File: config.mk
export PLATFORM = sky130hd
export DESIGN_NAME = shift_add_multiplier
export DESIGN_NICKNAME = d
export VERILOG_FILES = /design/src/rtl/cpu_alu_pkg.sv /design/src/rtl/shift_add_multiplier_abs_negate.sv /design/src/rtl/shift_add_multiplier.sv
export SDC_FILE = /design/constraint.sdc
export NUM_CORES = 1
export LEC_CHECK = 0
export ABC_AREA = 1
export ABC_CLOCK_PERIOD_IN_PS = 2290
export BUFFER_PORTS_ARGS = -buffer_cell sky130_fd_sc_hd__buf_2
export CORE_MARGIN = 4
export CORE_UTILIZATION = 50
export DETAILED_ROUTE_END_ITERATION = 6
export PLACE_DENSITY = 0.8
export SETUP_SLACK_MARGIN = 0.3
export SLEW_MARGIN = 20
export SYNTH_ARGS = -nofsm -noshare
export SYNTH_HDL_FRONTEND = slang
export SYNTH_SLANG_ARGS = --single-unit
File: constraint.sdc
create_clock -name clk -period 2.29 [get_ports clk]
set_clock_uncertainty 0.15 [all_clocks]
set_input_delay 0.458 -clock clk [delete_from_list [all_inputs] [get_ports clk]]
set_output_delay 0.458 -clock clk [all_outputs]
set_load 0.02 [all_outputs]
File: src/rtl/cpu_alu_pkg.sv
// Shared ALU constants: Signal operation codes, multiplier FSM states, iteration count.
// Latency: n/a (declarations only).
// Backpressure: n/a (declarations only).
package cpu_alu_pkg;

  localparam logic [5:0] MULTU_CODE = 6'b011001;
  localparam logic [5:0] MULT_CODE  = 6'b011000;
  localparam logic [5:0] DIVU_CODE  = 6'b011011;
  localparam logic [5:0] OUT_CODE   = 6'b111111;

  localparam int MUL_ITER = 32;

  typedef enum logic [1:0] {
    IDLE = 2'd0,
    RUN  = 2'd1,
    DONE = 2'd2
  } mul_state_t;

endpackage

File: src/rtl/shift_add_multiplier_abs_negate.sv
// Conditional two's-complement negate: magnitude of a signed operand, or sign fix-up of a product.
// Latency: combinational.
// Backpressure: none.
// Ports: value (W) in, negate (1) in, result (W) out = negate ? -value : value.
// Only built with MULT_SIGNED_EN defined.
`ifdef MULT_SIGNED_EN
module shift_add_multiplier_abs_negate #(
  parameter int W = 32
) (
  input  logic [W-1:0] value,
  input  logic         negate,
  output logic [W-1:0] result
);

  assign result = negate ? (~value + W'(1)) : value;

endmodule
`endif

File: src/rtl/shift_add_multiplier.sv
// Sequential WIDTH x WIDTH -> 2*WIDTH unsigned shift-add multiplier driven by ALU Signal codes.
// Latency: one iteration per MULTU cycle, WIDTH MULTU cycles (load included) to DONE; OUT publishes on the same edge.
// Backpressure: none; any unrecognised Signal pauses the unit with all state held.
// Ports: clk, reset (sync, active-high), dataA/dataB operands (sampled on load only),
//        Signal op code, dataOut registered {HI,LO}, busy (state RUN), done (state DONE).
// Optional: MULT_SIGNED_EN adds signed MULT loads (magnitude multiply, sign applied on OUT).
module shift_add_multiplier
  import cpu_alu_pkg::*;
#(
  parameter int         WIDTH      = 32,
  parameter logic [5:0] MULTU_CODE = cpu_alu_pkg::MULTU_CODE,
  parameter logic [5:0] OUT_CODE   = cpu_alu_pkg::OUT_CODE
) (
  input  logic                 clk,
  input  logic                 reset,
  input  logic [WIDTH-1:0]     dataA,
  input  logic [WIDTH-1:0]     dataB,
  input  logic [5:0]           Signal,
  output logic [2*WIDTH-1:0]   dataOut,
  output logic                 busy,
  output logic                 done
);

  localparam int PW    = 2 * WIDTH;
  localparam int CNT_W = $clog2(WIDTH + 1);

  mul_state_t       state_q, state_d;
  logic [PW-1:0]    product_q, product_d;
  logic [PW-1:0]    mcand_q, mcand_d;
  logic [PW-1:0]    data_out_q, data_out_d;
  logic [WIDTH-1:0] mplier_q, mplier_d;
  logic [CNT_W-1:0] count_q, count_d;

  logic             is_out;
  logic             is_mult;
  logic             is_step;
  logic [WIDTH-1:0] op_a, op_b;
  logic [PW-1:0]    result;

  assign is_out = (Signal == OUT_CODE);

`ifdef MULT_SIGNED_EN
  logic             sign_q;
  logic [WIDTH-1:0] a_mag, b_mag;
  logic [PW-1:0]    signed_product;

  assign is_mult = (Signal == MULT_CODE);

  shift_add_multiplier_abs_negate #(.W(WIDTH)) u_abs_a (
    .value  (dataA),
    .negate (dataA[WIDTH-1]),
    .result (a_mag)
  );

  shift_add_multiplier_abs_negate #(.W(WIDTH)) u_abs_b (
    .value  (dataB),
    .negate (dataB[WIDTH-1]),
    .result (b_mag)
  );

  shift_add_multiplier_abs_negate #(.W(PW)) u_neg_p (
    .value  (product_q),
    .negate (sign_q),
    .result (signed_product)
  );

  assign op_a   = is_mult ? a_mag : dataA;
  assign op_b   = is_mult ? b_mag : dataB;
  assign result = signed_product;

  // Sign is captured on the load cycle only; a MULTU load stores 0.
  always_ff @(posedge clk) begin
    if (reset) begin
      sign_q <= 1'b0;
    end else if (is_out) begin
      sign_q <= 1'b0;
    end else if (state_q == IDLE && (is_mult || Signal == MULTU_CODE)) begin
      sign_q <= is_mult & (dataA[WIDTH-1] ^ dataB[WIDTH-1]);
    end
  end
`else
  assign is_mult = 1'b0;
  assign op_a    = dataA;
  assign op_b    = dataB;
  assign result  = product_q;
`endif

  // MULT steps a running operation just like MULTU (only meaningful when enabled).
  assign is_step = (Signal == MULTU_CODE) || is_mult;

  always_comb begin
    state_d    = state_q;
    product_d  = product_q;
    mcand_d    = mcand_q;
    mplier_d   = mplier_q;
    count_d    = count_q;
    data_out_d = data_out_q;

    if (is_out) begin
      // Publish whatever has accumulated (partial on abort) and rearm.
      data_out_d = result;
      state_d    = IDLE;
      product_d  = '0;
      mcand_d    = '0;
      mplier_d   = '0;
      count_d    = '0;
    end else if (is_step) begin
      case (state_q)
        IDLE: begin
          // Load cycle doubles as iteration 0 using multiplier bit 0.
          product_d = op_b[0] ? {{WIDTH{1'b0}}, op_a} : '0;
          mcand_d   = {{WIDTH{1'b0}}, op_a} << 1;
          mplier_d  = op_b >> 1;
          count_d   = CNT_W'(1);
          state_d   = RUN;
        end
        RUN: begin
          if (mplier_q[0]) begin
            product_d = product_q + mcand_q;
          end
          mcand_d  = mcand_q << 1;
          mplier_d = mplier_q >> 1;
          count_d  = count_q + CNT_W'(1);
          if (count_d == CNT_W'(WIDTH)) begin
            state_d = DONE;
          end
        end
        DONE: begin
          // Extra steps are ignored; product and count stay put.
        end
        default: begin
          state_d = IDLE;
        end
      endcase
    end
  end

  always_ff @(posedge clk) begin
    if (reset) begin
      state_q    <= IDLE;
      product_q  <= '0;
      mcand_q    <= '0;
      mplier_q   <= '0;
      count_q    <= '0;
      data_out_q <= '0;
    end else begin
      state_q    <= state_d;
      product_q  <= product_d;
      mcand_q    <= mcand_d;
      mplier_q   <= mplier_d;
      count_q    <= count_d;
      data_out_q <= data_out_d;
    end
  end

  assign dataOut = data_out_q;
  assign busy    = (state_q == RUN);
  assign done    = (state_q == DONE);

endmodule
* After elaboration in Yosys (flattened, before gate mapping)
Cells that the tools add are included.
Operators by class: add/subtract/negate cells 2, eq/ne operators 7, mux-type cells 8, bitwise operators 1, reductions and logical operators 6
Operator list (count):
- 64-bit case mux with 2 select lines | 2
- 64-bit adder | 1
- 64-bit two-way mux | 1
- 32-bit case mux with 2 select lines | 1
- 32-bit two-way mux | 1
- 6-bit equality test (second input constant) | 2
- 6-bit case mux with 2 select lines | 1
- 6-bit by 1-bit adder with 6-bit output (second input constant) | 1
- 6-bit by 5-bit equality test with 1-bit output (second input constant) | 1
- 2-bit case mux with 3 select lines | 1
- 3-bit AND reduction | 2
- 2-bit by 1-bit inequality test with 1-bit output (second input constant) | 2
- 2-bit by 1-bit equality test with 1-bit output (second input constant) | 1
- 2-bit equality test (second input constant) | 1
- 2-bit logical NOT | 1
- 2-bit two-way mux | 1
- 2-bit AND reduction | 1
- 2-bit nonzero test | 1
- 2-bit OR reduction | 1
- 1-bit NOT | 1
Word-level totals: register bits 232, input port bits 72, output and inout port bits 66, word-level logic and storage cells 30

* Logic depth before layout (Yosys ltp)
depth in word-level cells 4, mapped depth 15, depth with buffers taken out 15

* Worst setup path after synthesis
OpenSTA, ideal clock, no wires.
path kind reg-to-reg, start point reg mcand_q[1], end point reg product_q[49], setup time 0.116 ns, data arrival time 1.802 ns, data required time 2.024 ns, setup slack 0.221 ns, stages on the path, launching flop included 16, buffers on the path 0, period minus slack after synthesis 2.069 ns, path through dfxtp_1 -> ha_1 -> inv_1 -> fa_1 -> inv_1 -> nand3_1 -> nand2_1 -> nand2_1 -> nand2_1 -> nand2_1 -> nand2_1 -> nand3_1 -> nand3_1 -> nand2_1 -> nand3_1 -> a21oi_1
On the way: cells in the longest elaborated chain, start to end 3
Ends and longest elaborated chain:
- start, declared | RTL line shift_add_multiplier.sv:29 | logic [PW-1:0] mcand_q, mcand_d;
- start signal, assigned | RTL line shift_add_multiplier.sv:149 | mcand_q <= mcand_d;
- 64-bit adder | RTL line shift_add_multiplier.sv:119 | product_d = product_q + mcand_q;
- 64-bit two-way mux | RTL line shift_add_multiplier.sv:118 | if (mplier_q[0]) begin
- 64-bit case mux with 2 select lines | RTL line shift_add_multiplier.sv:108 | case (state_q)
- end signal, assigned | RTL line shift_add_multiplier.sv:148 | product_q <= product_d;
- end, declared | RTL line shift_add_multiplier.sv:28 | logic [PW-1:0] product_q, product_d;
No other way between the ends. The select of a mux whose other input is x is not followed. A chain may end at the register's enable or synchronous reset.

* Worst setup path in the final report
start point reg mcand_q[1], end point reg product_q[35]
Same word-level chain as after synthesis.

==> flow_summary.json <==
{
  "ys_ff_latch": 230,
  "synth_cell_types": 40,
  "arrival_ns": 2.60,
  "cts_htree_levels": 1,
  "overflow": 0,
  "clock_latency_ns": 0.57,
  "violations": "design-rule violations",
  "rsz0062_at_grt": "true",
  "antenna_left": 0,
  "final_max_slew_viol_count": 0,
  "powerDensity_nw_per_um2": 393,
  "met3_usage": 0.0594,
  "seq_area_frac_synth": 0.319,
  "via_count": 17800,
  "grt_pass1_wl_um": 85200,
  "clockPowerShare": 0.468,
  "period_minus_slack_ns": 2.27,
  "avgSynthCellArea_um2": 6.10,
  "hold_path_depth": 3,
  "run_status": "finished, violations left",
  "drtIter0Drc": 2123,
  "maxCapViolations": 0,
  "clockBufferDepth": 3,
  "io-pin-count": 138,
  "routabilityCongestion": 0.988,
  "synthFlopType": "dfxtp_1",
  "rows": 61,
  "worst-endpoint-required_ns": 2.62,
  "setup-tns-final_ns": 0,
  "fin_area_um2": 21900,
  "die_area_um2": 31700,
  "min_period_over_period": 0.991,
  "grtUsageMet2": 0.551,
  "end_kind": "flip-flop",
  "root_buffer": "clkbuf_16",
  "n_antenna_cell": 0,
  "syn_nets": 2502,
  "ys_warn_count": 0,
  "cts_buffers": 25,
  "intPower_mw": 6.54,
  "numClockSinks": 230,
  "placement.io_buffers": 137,
  "synthArstFlopShare": 0,
  "wire_per_inst_um": 19.2,
  "timing.fmax_ghz": 0.441,
  "p_sw_mw": 2.09,
  "comb_power_share": 0.062,
  "grt_util_met1": 0.448,
  "antenna_found_initial": 0,
  "tightest_slew_ns": 0.680,
  "grt_busiest_layer": "met2",
  "setup_viol": 0,
  "layout-drive-gt1-share": 0.429,
  "crit_family": "simple AND/OR/NAND/NOR gates",
  "path_cells": "ha_4, inv_2, fa_2, inv_2, buf_4, nand3_2, nand3_4, nand2_2, nand2_4, nand2_2, nand4_1, nand3_2, a21oi_2",
  "die_w_um": 178,
  "hold_class": "in -> reg",
  "synthesis.instances": 2366,
  "hpwl_um": 36900,
  "core_area_um2": 28200,
  "syn_area_um2": 14400,
  "wirelength_um": 60000,
  "hold_viol_final": 0,
  "via_per_inst": 5.69,
  "remaining_drc_errors": 12,
  "cp_max_fo": 3,
  "grt_usage": 0.335,
  "cp_num_cells": 13,
  "swShare": 0.242,
  "fin_cells": 3131,
  "path_clk_slew_ns": 0.06,
  "cellLeakagePower_nw": 11.0,
  "path_class": "reg -> reg",
  "crit_buf_inv": 3,
  "die_height_um": 178,
  "reg2reg_depth": 13,
  "synth_edf_count": 0,
  "cpPeakStageDelay_ns": 0.36,
  "irDropWorstVdd_v": 0.000548,
  "area_growth_pct": 51.9,
  "dpl-instance-area_um2": 17000,
  "dr.pass1.iters": 7,
  "dp_cells": 3013,
  "hold-worst-slack_ns": 0.0122,
  "startpoint_type": "flip-flop",
  "grt_pass1_vias": 16600,
  "start_util": 0.513,
  "total_power_mw": 8.63,
  "grt_max_degree": 104,
  "slew_headroom": 0.547,
  "seqPwrFrac": 0.469,
  "nets": 2875,
  "crit_slowest_cell": "dfxtp_2",
  "cts_tree": "done"
}
[flip-flops by register name, summed over array words and instances, names as in the netlist]
name and count:
count_q 6, dataOut 64, mcand_q 63, mplier_q 31, product_q 64, state_q 2
[cells in the final DEF, fill, tap and decap left out, types with 5 or more instances in the layout]
cell and n:
nand2_1 560, inv_1 270, buf_4 225, nand2_2 186, o21ai_0 164, nor2_1 162
buf_2 136, dfxtp_1 121, a21oi_1 98, dfxtp_2 95, a31oi_1 89, nand2_4 72
inv_2 57, ha_4 57, a21oi_2 49, buf_6 48, nand3_1 43, nor2_4 40
nand3_2 40, nor2_2 32, clkbuf_16 30, nand3_4 15, xor2_1 15, dfxtp_4 14
o21ai_1 12, a21oi_4 11, buf_12 10, nor3_4 9, dlygate4sd3_1 9, nand4_1 7
clkbuf_8 6, nand2_8 5, nor3_2 5, inv_4 5, xor2_2 5, clkinv_2 5
[synthesized netlist by cell type (all sizes together), types with 20 or more instances]
library cell	n	area share
a21oi	158	0.055
nor2	237	0.067
a31oi	89	0.039
xor2	20	0.012
buf	46	0.019
dfxtp	230	0.32
inv	333	0.087
clkbuf	45	0.012
nand2	823	0.21
o21ai	177	0.062
ha	63	0.055
nand3	98	0.036
[power groups by stage]
stage	logic, mW	clock network [mW]	registers, mW
final	0.538	4.04	4.05
after detailed placement	0.427	0	4.14
after global routing	0.575	4.23	4.05
after CTS	0.484	4.07	4.06
after global placement	0.421	0	4.14
after floorplan	0.216	0	4.16
[repair_timing]
action	CTS	global route
pin swaps	140	166
setup endpoints to repair	56	114
cloned	3	6
gates resized for setup	510	400
hold buffers	9	0
hold endpoints to repair	9	0
setup buffers	38	21
[tightest hold or removal path: stages]
cell     delay, ns
buf_2         0.10
nand2_1       0.05
a31oi_1       0.07
[per-stage QoR]
stage | utilization | setup slack [ns]
2_1_floorplan | - | 0.310
3_3_place_gp | 0.603 | -0.244
3_5_place_dp | 0.603 | -0.283
4_1_cts | 0.722 | 0.0671
5_1_grt | 0.779 | -0.0614
6_report | 0.779 | 0.0202
[cell type report]
cell class	instances	area (µm²)
Multi-Input combinational cell	1712	11200
Tap cell	378	473
Clock inverter	7	75.1
Sequential cell	230	4780
Fill cell	1942	6230
Inverter	333	1270
Clock buffer	34	719
Timing Repair Buffer	437	3450
[cells by family after synthesis]
group                    Yosys count  synth area share
flip-flops                       230             0.319
buffers and inverters            424             0.117
AND/OR/NAND/NOR                 1193             0.335
AO/OA/AOI/OAI                    433             0.160
adder cells (fa/ha/maj)           64            0.0560
XOR/XNOR                          22            0.0133
[final timing paths]
check / start / end / slack [ns]
worst max-delay path: mcand_q[1] / product_q[35] / 0.02
worst min-delay path: dataB[22] / mplier_q[21] / 0.01
worst max register to register: mcand_q[1] / product_q[35] / 0.02
worst min register to register: mplier_q[17] / mplier_q[16] / 0.32
[per-layer routing]
metal | part of all wire | vias up
met5 | 0 | -
met4 | 0.046 | 0
met3 | 0.098 | 238
met2 | 0.46 | 1017
met1 | 0.40 | 8335
li1 | - | 8233
No activity file was read; power rests on OpenSTA's default activity.
